`config.mk`:
```
export PLATFORM = sky130hd
export DESIGN_NAME = ram_port_arbiter
export DESIGN_NICKNAME = d
export VERILOG_FILES = /design/src/rtl/mem_arb_pkg.sv /design/src/rtl/mem_arb_grant.sv /design/src/rtl/ram_port_arbiter.sv
export SDC_FILE = /design/constraint.sdc
export NUM_CORES = 1
export LEC_CHECK = 0
export ABC_CLOCK_PERIOD_IN_PS = 14380
export CAP_MARGIN = 20
export CELL_PAD_IN_SITES_DETAIL_PLACEMENT = 0
export CELL_PAD_IN_SITES_GLOBAL_PLACEMENT = 1
export CORE_UTILIZATION = 33
export CTS_BUF_LIST = sky130_fd_sc_hd__clkbuf_2
export CTS_CLUSTER_SIZE = 12
export DETAILED_ROUTE_END_ITERATION = 8
export PLACE_DENSITY_LB_ADDON = 0.1
export SYNTH_ARGS = -nofsm -noshare
export SYNTH_HDL_FRONTEND = slang
export SYNTH_HIERARCHICAL = 1
export SYNTH_SLANG_ARGS = --single-unit
```
`constraint.sdc`:
```
create_clock -name i_clk -period 14.38 [get_ports i_clk]
set_input_delay 1.438 -clock i_clk [delete_from_list [all_inputs] [get_ports i_clk]]
set_output_delay 1.438 -clock i_clk [all_outputs]
set_load 0.005 [all_outputs]
```
`src/rtl/mem_arb_pkg.sv`:
```
// ----------------------------------------------------------------------------
// mem_arb_pkg
//   Shared types and helpers for the RAM port arbiter.
//   - arb_state_e : arbiter FSM states (idle / read-modify-write).
//   - byte_merge  : merges one byte lane of a store into the old RAM word.
// Configuration macro used by the files importing this package:
//   MEM_ARB_ROUND_ROBIN_EN  (defined: round-robin, undefined: fixed priority)
// ----------------------------------------------------------------------------
package mem_arb_pkg;

    typedef enum logic [0:0] {
        ARB_IDLE = 1'b0,
        ARB_RMW  = 1'b1
    } arb_state_e;

    localparam int BYTE_W = 8;

    // One byte lane of a partial store: the strobe picks the new byte,
    // otherwise the byte already in the RAM word survives.
    function automatic logic [BYTE_W-1:0] byte_merge(
        input logic [BYTE_W-1:0] old_byte,
        input logic [BYTE_W-1:0] new_byte,
        input logic              strb
    );
        return strb ? new_byte : old_byte;
    endfunction

endpackage

```
`src/rtl/mem_arb_grant.sv`:
```
// ----------------------------------------------------------------------------
// mem_arb_grant
//   Purely combinational grant selection for the RAM port arbiter.
//   MEM_ARB_ROUND_ROBIN_EN defined : search starts at ptr and wraps around.
//   MEM_ARB_ROUND_ROBIN_EN undefined: lowest requesting index wins, no ptr port.
// Ports
//   req  in   NUM_REQ  requests eligible for a grant this cycle
//   ptr  in   IDX_W    round-robin start index (round-robin build only)
//   gnt  out  NUM_REQ  one-hot grant, zero when nothing requests
// ----------------------------------------------------------------------------
module mem_arb_grant #(
    parameter int NUM_REQ = 2,
    parameter int IDX_W   = (NUM_REQ > 1) ? $clog2(NUM_REQ) : 1
) (
    input  logic [NUM_REQ-1:0] req,
`ifdef MEM_ARB_ROUND_ROBIN_EN
    input  logic [IDX_W-1:0]   ptr,
`endif
    output logic [NUM_REQ-1:0] gnt
);

`ifdef MEM_ARB_ROUND_ROBIN_EN
    // Walk the requesters starting at ptr; the index is reduced modulo
    // NUM_REQ by a single subtraction since ptr < NUM_REQ.
    always_comb begin
        int                 pos;
        logic [IDX_W-1:0]   idx;
        logic               found;
        gnt   = '0;
        found = 1'b0;
        pos   = 0;
        idx   = '0;
        for (int i = 0; i < NUM_REQ; i++) begin
            pos = int'(ptr) + i;
            if (pos >= NUM_REQ) begin
                pos = pos - NUM_REQ;
            end
            idx = IDX_W'(pos);
            if (!found && req[idx]) begin
                gnt[idx] = 1'b1;
                found    = 1'b1;
            end
        end
    end
`else
    always_comb begin
        logic found;
        gnt   = '0;
        found = 1'b0;
        for (int i = 0; i < NUM_REQ; i++) begin
            if (!found && req[i]) begin
                gnt[i] = 1'b1;
                found  = 1'b1;
            end
        end
    end
`endif

endmodule

```
`src/rtl/ram_port_arbiter.sv`:
```
// ----------------------------------------------------------------------------
// ram_port_arbiter
//   Shares one port of a synchronous write-first RAM (1-cycle read latency)
//   among NUM_REQ requesters. Requests use valid/ready; responses come back
//   one cycle after the grant (two cycles for partial-word stores, which run
//   as read-modify-write because the RAM port has no byte enables).
// Configuration
//   MEM_ARB_ROUND_ROBIN_EN defined: round-robin arbitration with a pointer
//   that moves to (grant+1) mod NUM_REQ after each grant.
//   Undefined: fixed priority, lowest index wins.
// Ports
//   i_clk        in   1                   clock
//   i_rst        in   1                   synchronous reset, active high
//   i_req_valid  in   NUM_REQ             request valid per requester
//   o_req_ready  out  NUM_REQ             request accepted (one-hot or zero)
//   i_req_we     in   NUM_REQ             1 = write, 0 = read
//   i_req_addr   in   NUM_REQ*ADDR_WIDTH  word address per requester
//   i_req_wdata  in   NUM_REQ*DATA_WIDTH  write data per requester
//   i_req_wstrb  in   NUM_REQ*NB          byte strobes per requester
//   o_rsp_valid  out  NUM_REQ             response strobe (one-hot or zero)
//   o_rsp_rdata  out  DATA_WIDTH          read data, or final written word
//   o_ram_addr   out  ADDR_WIDTH          RAM address
//   o_ram_data   out  DATA_WIDTH          RAM write data
//   o_ram_we     out  1                   RAM write enable
//   i_ram_data   in   DATA_WIDTH          RAM read data (1-cycle latency)
// ----------------------------------------------------------------------------
module ram_port_arbiter
    import mem_arb_pkg::*;
#(
    parameter int NUM_REQ    = 2,
    parameter int ADDR_WIDTH = 16,
    parameter int DATA_WIDTH = 32
) (
    input  logic                          i_clk,
    input  logic                          i_rst,
    input  logic [NUM_REQ-1:0]            i_req_valid,
    output logic [NUM_REQ-1:0]            o_req_ready,
    input  logic [NUM_REQ-1:0]            i_req_we,
    input  logic [NUM_REQ*ADDR_WIDTH-1:0] i_req_addr,
    input  logic [NUM_REQ*DATA_WIDTH-1:0] i_req_wdata,
    input  logic [NUM_REQ*(DATA_WIDTH/8)-1:0] i_req_wstrb,
    output logic [NUM_REQ-1:0]            o_rsp_valid,
    output logic [DATA_WIDTH-1:0]         o_rsp_rdata,
    output logic [ADDR_WIDTH-1:0]         o_ram_addr,
    output logic [DATA_WIDTH-1:0]         o_ram_data,
    output logic                          o_ram_we,
    input  logic [DATA_WIDTH-1:0]         i_ram_data
);

    localparam int NB    = DATA_WIDTH / 8;
    localparam int IDX_W = (NUM_REQ > 1) ? $clog2(NUM_REQ) : 1;

    arb_state_e state_q, state_d;

    logic [NUM_REQ-1:0]    arb_req;
    logic [NUM_REQ-1:0]    arb_gnt;
    logic                  any_gnt;

    logic                  sel_we;
    logic [ADDR_WIDTH-1:0] sel_addr;
    logic [DATA_WIDTH-1:0] sel_wdata;
    logic [NB-1:0]         sel_strb;

    logic [NUM_REQ-1:0]    rsp_vld_d,  rsp_vld_p1;
    logic                  rsp_ram_d,  rsp_ram_p1;
    logic [DATA_WIDTH-1:0] rsp_word_d, rsp_word_p1;

    logic                  rmw_load;
    logic [ADDR_WIDTH-1:0] rmw_addr_p1;
    logic [DATA_WIDTH-1:0] rmw_wdata_p1;
    logic [NB-1:0]         rmw_strb_p1;
    logic [NUM_REQ-1:0]    rmw_owner_p1;
    logic [DATA_WIDTH-1:0] merged_word;

    // Only an idle, out-of-reset arbiter may grant anything.
    assign arb_req = (state_q == ARB_IDLE && !i_rst) ? i_req_valid : '0;
    assign any_gnt = |arb_gnt;

`ifdef MEM_ARB_ROUND_ROBIN_EN
    logic [IDX_W-1:0] rr_ptr_q;
    logic [IDX_W-1:0] gnt_idx;

    mem_arb_grant #(
        .NUM_REQ (NUM_REQ),
        .IDX_W   (IDX_W)
    ) u_grant (
        .req (arb_req),
        .ptr (rr_ptr_q),
        .gnt (arb_gnt)
    );

    always_comb begin
        gnt_idx = '0;
        for (int i = 0; i < NUM_REQ; i++) begin
            if (arb_gnt[i]) begin
                gnt_idx = IDX_W'(i);
            end
        end
    end

    always_ff @(posedge i_clk) begin
        if (i_rst) begin
            rr_ptr_q <= '0;
        end else if (any_gnt) begin
            rr_ptr_q <= (gnt_idx == IDX_W'(NUM_REQ - 1)) ? '0 : gnt_idx + IDX_W'(1);
        end
    end
`else
    mem_arb_grant #(
        .NUM_REQ (NUM_REQ),
        .IDX_W   (IDX_W)
    ) u_grant (
        .req (arb_req),
        .gnt (arb_gnt)
    );
`endif

    // Route the granted requester's fields; all zero when nothing is granted.
    always_comb begin
        sel_we    = 1'b0;
        sel_addr  = '0;
        sel_wdata = '0;
        sel_strb  = '0;
        for (int i = 0; i < NUM_REQ; i++) begin
            if (arb_gnt[i]) begin
                sel_we    = i_req_we[i];
                sel_addr  = i_req_addr[i*ADDR_WIDTH +: ADDR_WIDTH];
                sel_wdata = i_req_wdata[i*DATA_WIDTH +: DATA_WIDTH];
                sel_strb  = i_req_wstrb[i*NB +: NB];
            end
        end
    end

    // Old word arrives from the RAM read issued in the grant cycle.
    always_comb begin
        merged_word = '0;
        for (int b = 0; b < NB; b++) begin
            merged_word[b*BYTE_W +: BYTE_W] = byte_merge(i_ram_data[b*BYTE_W +: BYTE_W],
                                                         rmw_wdata_p1[b*BYTE_W +: BYTE_W],
                                                         rmw_strb_p1[b]);
        end
    end

    always_comb begin
        state_d    = state_q;
        rsp_vld_d  = '0;
        rsp_ram_d  = 1'b0;
        rsp_word_d = sel_wdata;
        rmw_load   = 1'b0;
        o_ram_addr = sel_addr;
        o_ram_data = sel_wdata;
        o_ram_we   = 1'b0;
        case (state_q)
            ARB_IDLE: begin
                if (any_gnt) begin
                    if (!sel_we) begin
                        rsp_vld_d = arb_gnt;
                        rsp_ram_d = 1'b1;
                    end else if (&sel_strb) begin
                        rsp_vld_d = arb_gnt;
                        o_ram_we  = 1'b1;
                    end else if (!(|sel_strb)) begin
                        // Nothing to store: echo the data without touching the RAM.
                        rsp_vld_d = arb_gnt;
                    end else begin
                        // Mixed strobes: this cycle's RAM access is the read half.
                        rmw_load = 1'b1;
                        state_d  = ARB_RMW;
                    end
                end
            end
            ARB_RMW: begin
                o_ram_addr = rmw_addr_p1;
                o_ram_data = merged_word;
                o_ram_we   = 1'b1;
                rsp_vld_d  = rmw_owner_p1;
                rsp_word_d = merged_word;
                state_d    = ARB_IDLE;
            end
            default: begin
                state_d = ARB_IDLE;
            end
        endcase
        // Reset abandons a pending RMW write.
        if (i_rst) begin
            o_ram_we = 1'b0;
        end
    end

    // ---- stage boundary: grant / RMW cycle -> response cycle ----
    always_ff @(posedge i_clk) begin
        if (i_rst) begin
            state_q    <= ARB_IDLE;
            rsp_vld_p1 <= '0;
        end else begin
            state_q    <= state_d;
            rsp_vld_p1 <= rsp_vld_d;
        end
    end

    always_ff @(posedge i_clk) begin
        rsp_ram_p1  <= rsp_ram_d;
        rsp_word_p1 <= rsp_word_d;
        if (rmw_load) begin
            rmw_addr_p1  <= sel_addr;
            rmw_wdata_p1 <= sel_wdata;
            rmw_strb_p1  <= sel_strb;
            rmw_owner_p1 <= arb_gnt;
        end
    end

    assign o_req_ready = arb_gnt;
    assign o_rsp_valid = i_rst ? '0 : rsp_vld_p1;
    // Reads return the RAM output directly; writes return the stored word.
    assign o_rsp_rdata = rsp_ram_p1 ? i_ram_data : rsp_word_p1;

endmodule

```
Word level (Yosys, flattened, before mapping)
Cells that the tools add are included.
{"block": "op_classes", "bitwise_logic": 2, "n_reduce_logical": 8, "muxes": 36}
{"op": "32-bit two-way mux", "count": 4}
{"op": "16-bit two-way mux", "count": 3}
{"op": "8-bit two-way mux", "count": 4}
{"op": "1-bit two-way mux", "count": 14}
{"op": "2-bit two-way mux", "count": 6}
{"op": "4-bit two-way mux", "count": 2}
{"op": "1-bit one-hot mux with 2 select lines", "count": 2}
{"op": "2-bit one-hot mux with 2 select lines", "count": 1}
{"op": "4-bit AND reduction", "count": 1}
{"op": "2-bit OR reduction", "count": 2}
{"op": "4-bit OR reduction", "count": 1}
{"op": "1-bit logical AND", "count": 2}
{"op": "1-bit zero test", "count": 2}
{"op": "1-bit inverter", "count": 2}
{"block": "word_totals", "register_bits": 90, "elab_cells": 54, "inputBits": 142, "output_inout_bits": 85}

Logic depth before layout (Yosys ltp)
{"block": "logic_depth", "depth_word": 14, "depth_mapped": 10, "ltp_nobuf": 6}

By module
Netlist, hierarchy kept.
{"module": "ram_port_arbiter", "area_per_inst_um2": 4342.9, "n_inst": 1, "seq_area_each_um2": 2342.2, "cells_each": 349}
{"module": "mem_arb_grant", "area_per_inst_um2": 21.3, "n_inst": 1, "seq_area_each_um2": 0.0, "cells_each": 2}

Worst setup path after synthesis
Ideal clock, no wire load.
{"block": "synth_timing", "path_type": "input-to-reg", "from": "input i_rst", "to": "register rmw_addr_p1[0] (enable)", "stages": 8, "slack_ps": 7243, "n_path_buf": 3, "setup_ps": 532, "required_ps": 13848, "arrival_ps": 6605, "cell_sequence": "clkbuf_1 -> nor3b_1 -> buf_4 -> and2b_1 -> buf_4 -> a32oi_1 -> or3_4 -> nor3_1"}
{"block": "synth_between", "elab_chain_cells": 14, "elab_cells_between_ends": 19, "cone_classes": "mux: 12; reduce/logical: 7"}
{"item": "from (decl)", "line": "ram_port_arbiter.sv:35", "rtl": "input logic i_rst,"}
{"item": "1-bit zero test (*)", "line": "ram_port_arbiter.sv:76", "rtl": "assign arb_req = (state_q == ARB_IDLE && !i_rst) ? i_req_valid : '0;"}
{"item": "1-bit logical AND (*)", "line": "ram_port_arbiter.sv:76"}
{"item": "2-bit two-way mux (*)", "line": "ram_port_arbiter.sv:76"}
{"item": "named net arb_req[0]", "line": "ram_port_arbiter.sv:55", "rtl": "logic [NUM_REQ-1:0] arb_req;"}
{"item": "1-bit two-way mux (*)", "line": "mem_arb_grant.sv:51", "rtl": "if (!found && req[i]) begin"}
{"item": "named net o_req_ready[0]", "line": "ram_port_arbiter.sv:37", "rtl": "output logic [NUM_REQ-1:0] o_req_ready,"}
{"item": "1-bit zero test", "line": "mem_arb_grant.sv:51"}
{"item": "1-bit logical AND", "line": "mem_arb_grant.sv:51"}
{"item": "1-bit two-way mux", "line": "mem_arb_grant.sv:51"}
{"item": "4-bit two-way mux", "line": "ram_port_arbiter.sv:125", "rtl": "if (arb_gnt[i]) begin"}
{"item": "4-bit OR reduction", "line": "ram_port_arbiter.sv:162", "rtl": "end else if (!(|sel_strb)) begin"}
{"item": "1-bit two-way mux", "line": "ram_port_arbiter.sv:162"}
{"item": "1-bit two-way mux", "line": "ram_port_arbiter.sv:159", "rtl": "end else if (&sel_strb) begin"}
{"item": "1-bit two-way mux", "line": "ram_port_arbiter.sv:156", "rtl": "if (!sel_we) begin"}
{"item": "1-bit two-way mux (*)", "line": "ram_port_arbiter.sv:155", "rtl": "if (any_gnt) begin"}
{"item": "1-bit two-way mux (*)", "line": "ram_port_arbiter.sv:153", "rtl": "case (state_q)"}
{"item": "named net rmw_load", "line": "ram_port_arbiter.sv:68", "rtl": "logic rmw_load;"}
{"item": "to (signal assigned)", "line": "ram_port_arbiter.sv:205", "rtl": "rmw_addr_p1 <= sel_addr;"}
{"item": "to (decl)", "line": "ram_port_arbiter.sv:69", "rtl": "logic [ADDR_WIDTH-1:0] rmw_addr_p1;"}
The timed path passes the listed nets; every way through them passes the cells marked *.
A chain may end at the register's enable or synchronous reset.

Final worst setup path
{"block": "layout_timing", "from": "input i_rst", "to": "output o_ram_we"}
{"block": "layout_between", "elab_chain_cells": 14, "elab_cells_between_ends": 18, "cone_classes": "mux: 12; reduce/logical: 6"}
{"item": "1-bit zero test", "line": "ram_port_arbiter.sv:76"}
{"item": "1-bit logical AND", "line": "ram_port_arbiter.sv:76"}
{"item": "2-bit two-way mux", "line": "ram_port_arbiter.sv:76"}
{"item": "1-bit two-way mux", "line": "mem_arb_grant.sv:51"}
{"item": "1-bit zero test", "line": "mem_arb_grant.sv:51"}
{"item": "1-bit logical AND", "line": "mem_arb_grant.sv:51"}
{"item": "1-bit two-way mux", "line": "mem_arb_grant.sv:51"}
{"item": "4-bit two-way mux", "line": "ram_port_arbiter.sv:125"}
{"item": "4-bit AND reduction", "line": "ram_port_arbiter.sv:159"}
{"item": "1-bit two-way mux", "line": "ram_port_arbiter.sv:159"}
{"item": "1-bit two-way mux", "line": "ram_port_arbiter.sv:156"}
{"item": "1-bit two-way mux", "line": "ram_port_arbiter.sv:155"}
{"item": "1-bit one-hot mux with 2 select lines", "line": "ram_port_arbiter.sv:153"}
{"item": "1-bit two-way mux (*)", "line": "ram_port_arbiter.sv:185", "rtl": "if (i_rst) begin"}
{"item": "to (decl)", "line": "ram_port_arbiter.sv:46", "rtl": "output logic o_ram_we,"}
Mark *: on every way between the ends. The rest lies on a longest branch, timed or not.

==> out/results.txt <==
total gr overflow -> 0
Avg WL per Cell -> 16.9 um
Max Clock Freq -> 158 MHz
crit share post-route -> 0.439
post-route minimum period -> 6310 ps
setup TNS -> 0 ps
Slew @ Worst Pin -> 1070 ps
Diodes inserted -> 0
pin count of the biggest net entering global routing -> 73
DRT Pass-1 Iters -> 4
Die Area -> 13700 um^2
worst skew pair latency -> 540 ps
XOR/XNOR Fraction of Synth Area -> 0
layout cells sized above 1 -> 0.122
clock edge transition at the registers on the reported setup and hold paths -> 220 ps
area grow syn2layout -> 56.7%
H-Tree Level Count -> 3
# DRC -> 0
Root Driver -> clkbuf_2
Routed Wire Length -> 12.5 mm
CP Launch Type -> input port
TritonCTS Buffers -> 9
final setup fails -> 0
largest family of logic cells by synthesized area -> multiplexers
MaxCap Viol Count -> 0
clock tree sinks -> 90
Syn Area/Cell -> 12.4 um^2
fin nets -> 702
pins over their slew limit -> 0
initial antenna violation count -> 0
Total Routing Usage GR -> 0.177
RSZ-0062 raised after global routing -> false
top cells by area, synth -> edfxtp_1 (37%), dfxtp_1 (17%), mux2_2 (12%)
Max Root-Sink Buffers -> 2
CP arrival -> 4880 ps
Setup Skew -> 36.1 ps
simple-gate portion of the synthesized area -> 0.0674
Layout fillers -> 1153
Cell Area, Synth -> 4360 um^2
routed vias -> 3606
core area -> 12800 um^2
initial drt markers -> 129
width of the die -> 117 um
Die Y -> 117 um
CP Max Fanout -> 52
relative slew slack -> 0.284
Unique masters post-synth -> 30
Synthesis Warnings -> 6
dpl cell area -> 6740 um^2
Req. time, crit path -> 12940 ps
Inst Count DP -> 721
PwrDens -> 82.5 nW/um^2
mux contribution to synthesized area -> 0.200
vias per std cell -> 4.89
GPL Wtd Cong -> 0.821
Starting Density -> 0.342
Mapped Cells -> 351
HP Class -> reg -> reg
I/O pins -> 227
area leader, netlist -> edfxtp_1
sequential area share after synthesis -> 0.537
Port Buffers -> 226
Routed Antenna Nets -> 0
complex-gate fraction of the synthesized area -> 0.164
adder-cell share of the synthesized area -> 0
Crit Path Category -> in -> out
Final Non-Filler Cells -> 737
hold buffers post-CTS -> 0
VDD IR max -> 50.7 uV
vias in the first global route -> 3525
Leak Pwr -> 2.51 nW
Mapped Nets -> 493
DP Wirelength -> 8.66 mm
wire length of the first global-routing pass -> 18.0 mm
Post-CTS Setup Bufs -> 0
#FFs+latches synth -> 90
Worst Setup End Kind -> primary output
fin area -> 6840 um^2
top-area cell type share of the netlist area -> 0.372
Final Hold Fails -> 0
TritonCTS clock tree -> built
CTS resizes -> 0
Cell Rows -> 41
status -> finished clean
worst paths after layout:
| path | slack, ps | from | endpoint | cells past startpoint |
|---|---|---|---|---|
| setup / recovery | 8070 | i_rst | o_ram_we | 8 |
| hold / removal | 580 | rmw_owner_p1[0] | rsp_vld_p1[0] | 2 |
| setup reg to reg | 10190 | state_q | rmw_strb_p1[2] | 8 |
| hold reg to reg | 580 | rmw_owner_p1[0] | rsp_vld_p1[0] | 2 |
placed cells by master, fill, tap and decap left out, types with 3 or more instances in the layout:
master | netlist | layout
nor3_1 | 4 | 3
edfxtp_1 | 54 | 54
mux2i_1 | 33 | 33
nor3b_1 | 3 | 3
dfxtp_1 | 36 | 34
buf_4 | 2 | 3
nor2_1 | 4 | 4
clkdlybuf4s50_1 | 0 | 226
clkbuf_2 | 0 | 11
clkinv_1 | 0 | 3
mux2_2 | 45 | 45
nand3_1 | 3 | 3
nand2_1 | 36 | 36
o21a_1 | 31 | 31
mux2_1 | 3 | 3
a22o_1 | 50 | 50
Yosys cell counts (all sizes together):
master	count
dfxtp	36
mux2	48
a21o	1
o2bb2ai	1
mux2i	33
or4	2
nand3b	1
a32oi	1
clkbuf	15
nor3	4
a21oi	2
o21a	31
and2	1
buf	16
o21ai	2
nor3b	3
nor2	4
inv	1
and2b	1
nor4	1
or3	1
nor2b	3
a22o	50
edfxtp	54
nand2	36
nand3	3
power breakdown:
group	total, W	switching (W)	internal [W]
clock network	0.000121	0.0000813	0.0000397
logic	0.000150	0.0000480	0.000102
registers	0.000293	0.00000707	0.000286
cells by family (layout without fill, tap and decap cells):
kind of cell | count (synthesis) | after routing
compound gates | 88 | 88
flops | 90 | 90
simple gates | 60 | 60
mux | 81 | 81
buf+inv | 32 | 246
sequential cells by signal, indices dropped and copies added (netlist names):
name,cells
rmw_addr_p1,16
rmw_owner_p1,2
rmw_strb_p1,4
rmw_wdata_p1,32
rsp_ram_p1,1
rsp_vld_p1,2
rsp_word_p1,32
state_q,1
per-layer routing:
metal	track usage	vias up	routed length (um)
met5	0	-	0
met4	0.0641	0	252
met3	0.0566	15	983
met2	0.308	151	6090
met1	0.205	1693	5170
li1	-	1747	-
area by class of cell:
cell class,count,area (um^2),area share
flip-flops and latches,90,2340,0.343
repair buffers,229,2280,0.334
multi-input cells,229,1890,0.276
well taps,172,215,0.0315
clock buffers,11,55.1,0.00805
clock inverters,5,46.3,0.00677
inverters,1,3.75,0.000549
stage by stage:
step,total power (W),worst slack [ps],util,hold slack [ps]
2_1_floorplan,0.000352,7240,-,471
4_1_cts,0.000573,8060,0.535,572
6_report,0.000564,8070,0.535,575
3_5_place_dp,0.000450,8070,0.527,540
3_3_place_gp,0.000449,8130,0.527,547
5_1_grt,0.000592,7830,0.535,610
worst max-delay path: stages:
cell and delay (ps):
clkdlybuf4s50_1 560, nor3b_1 850, nor2b_4 60, and2b_2 960, a21o_1 250, o21ai_0 80
a21oi_1 140, clkdlybuf4s50_1 520
(Power assumes the default switching activity.)
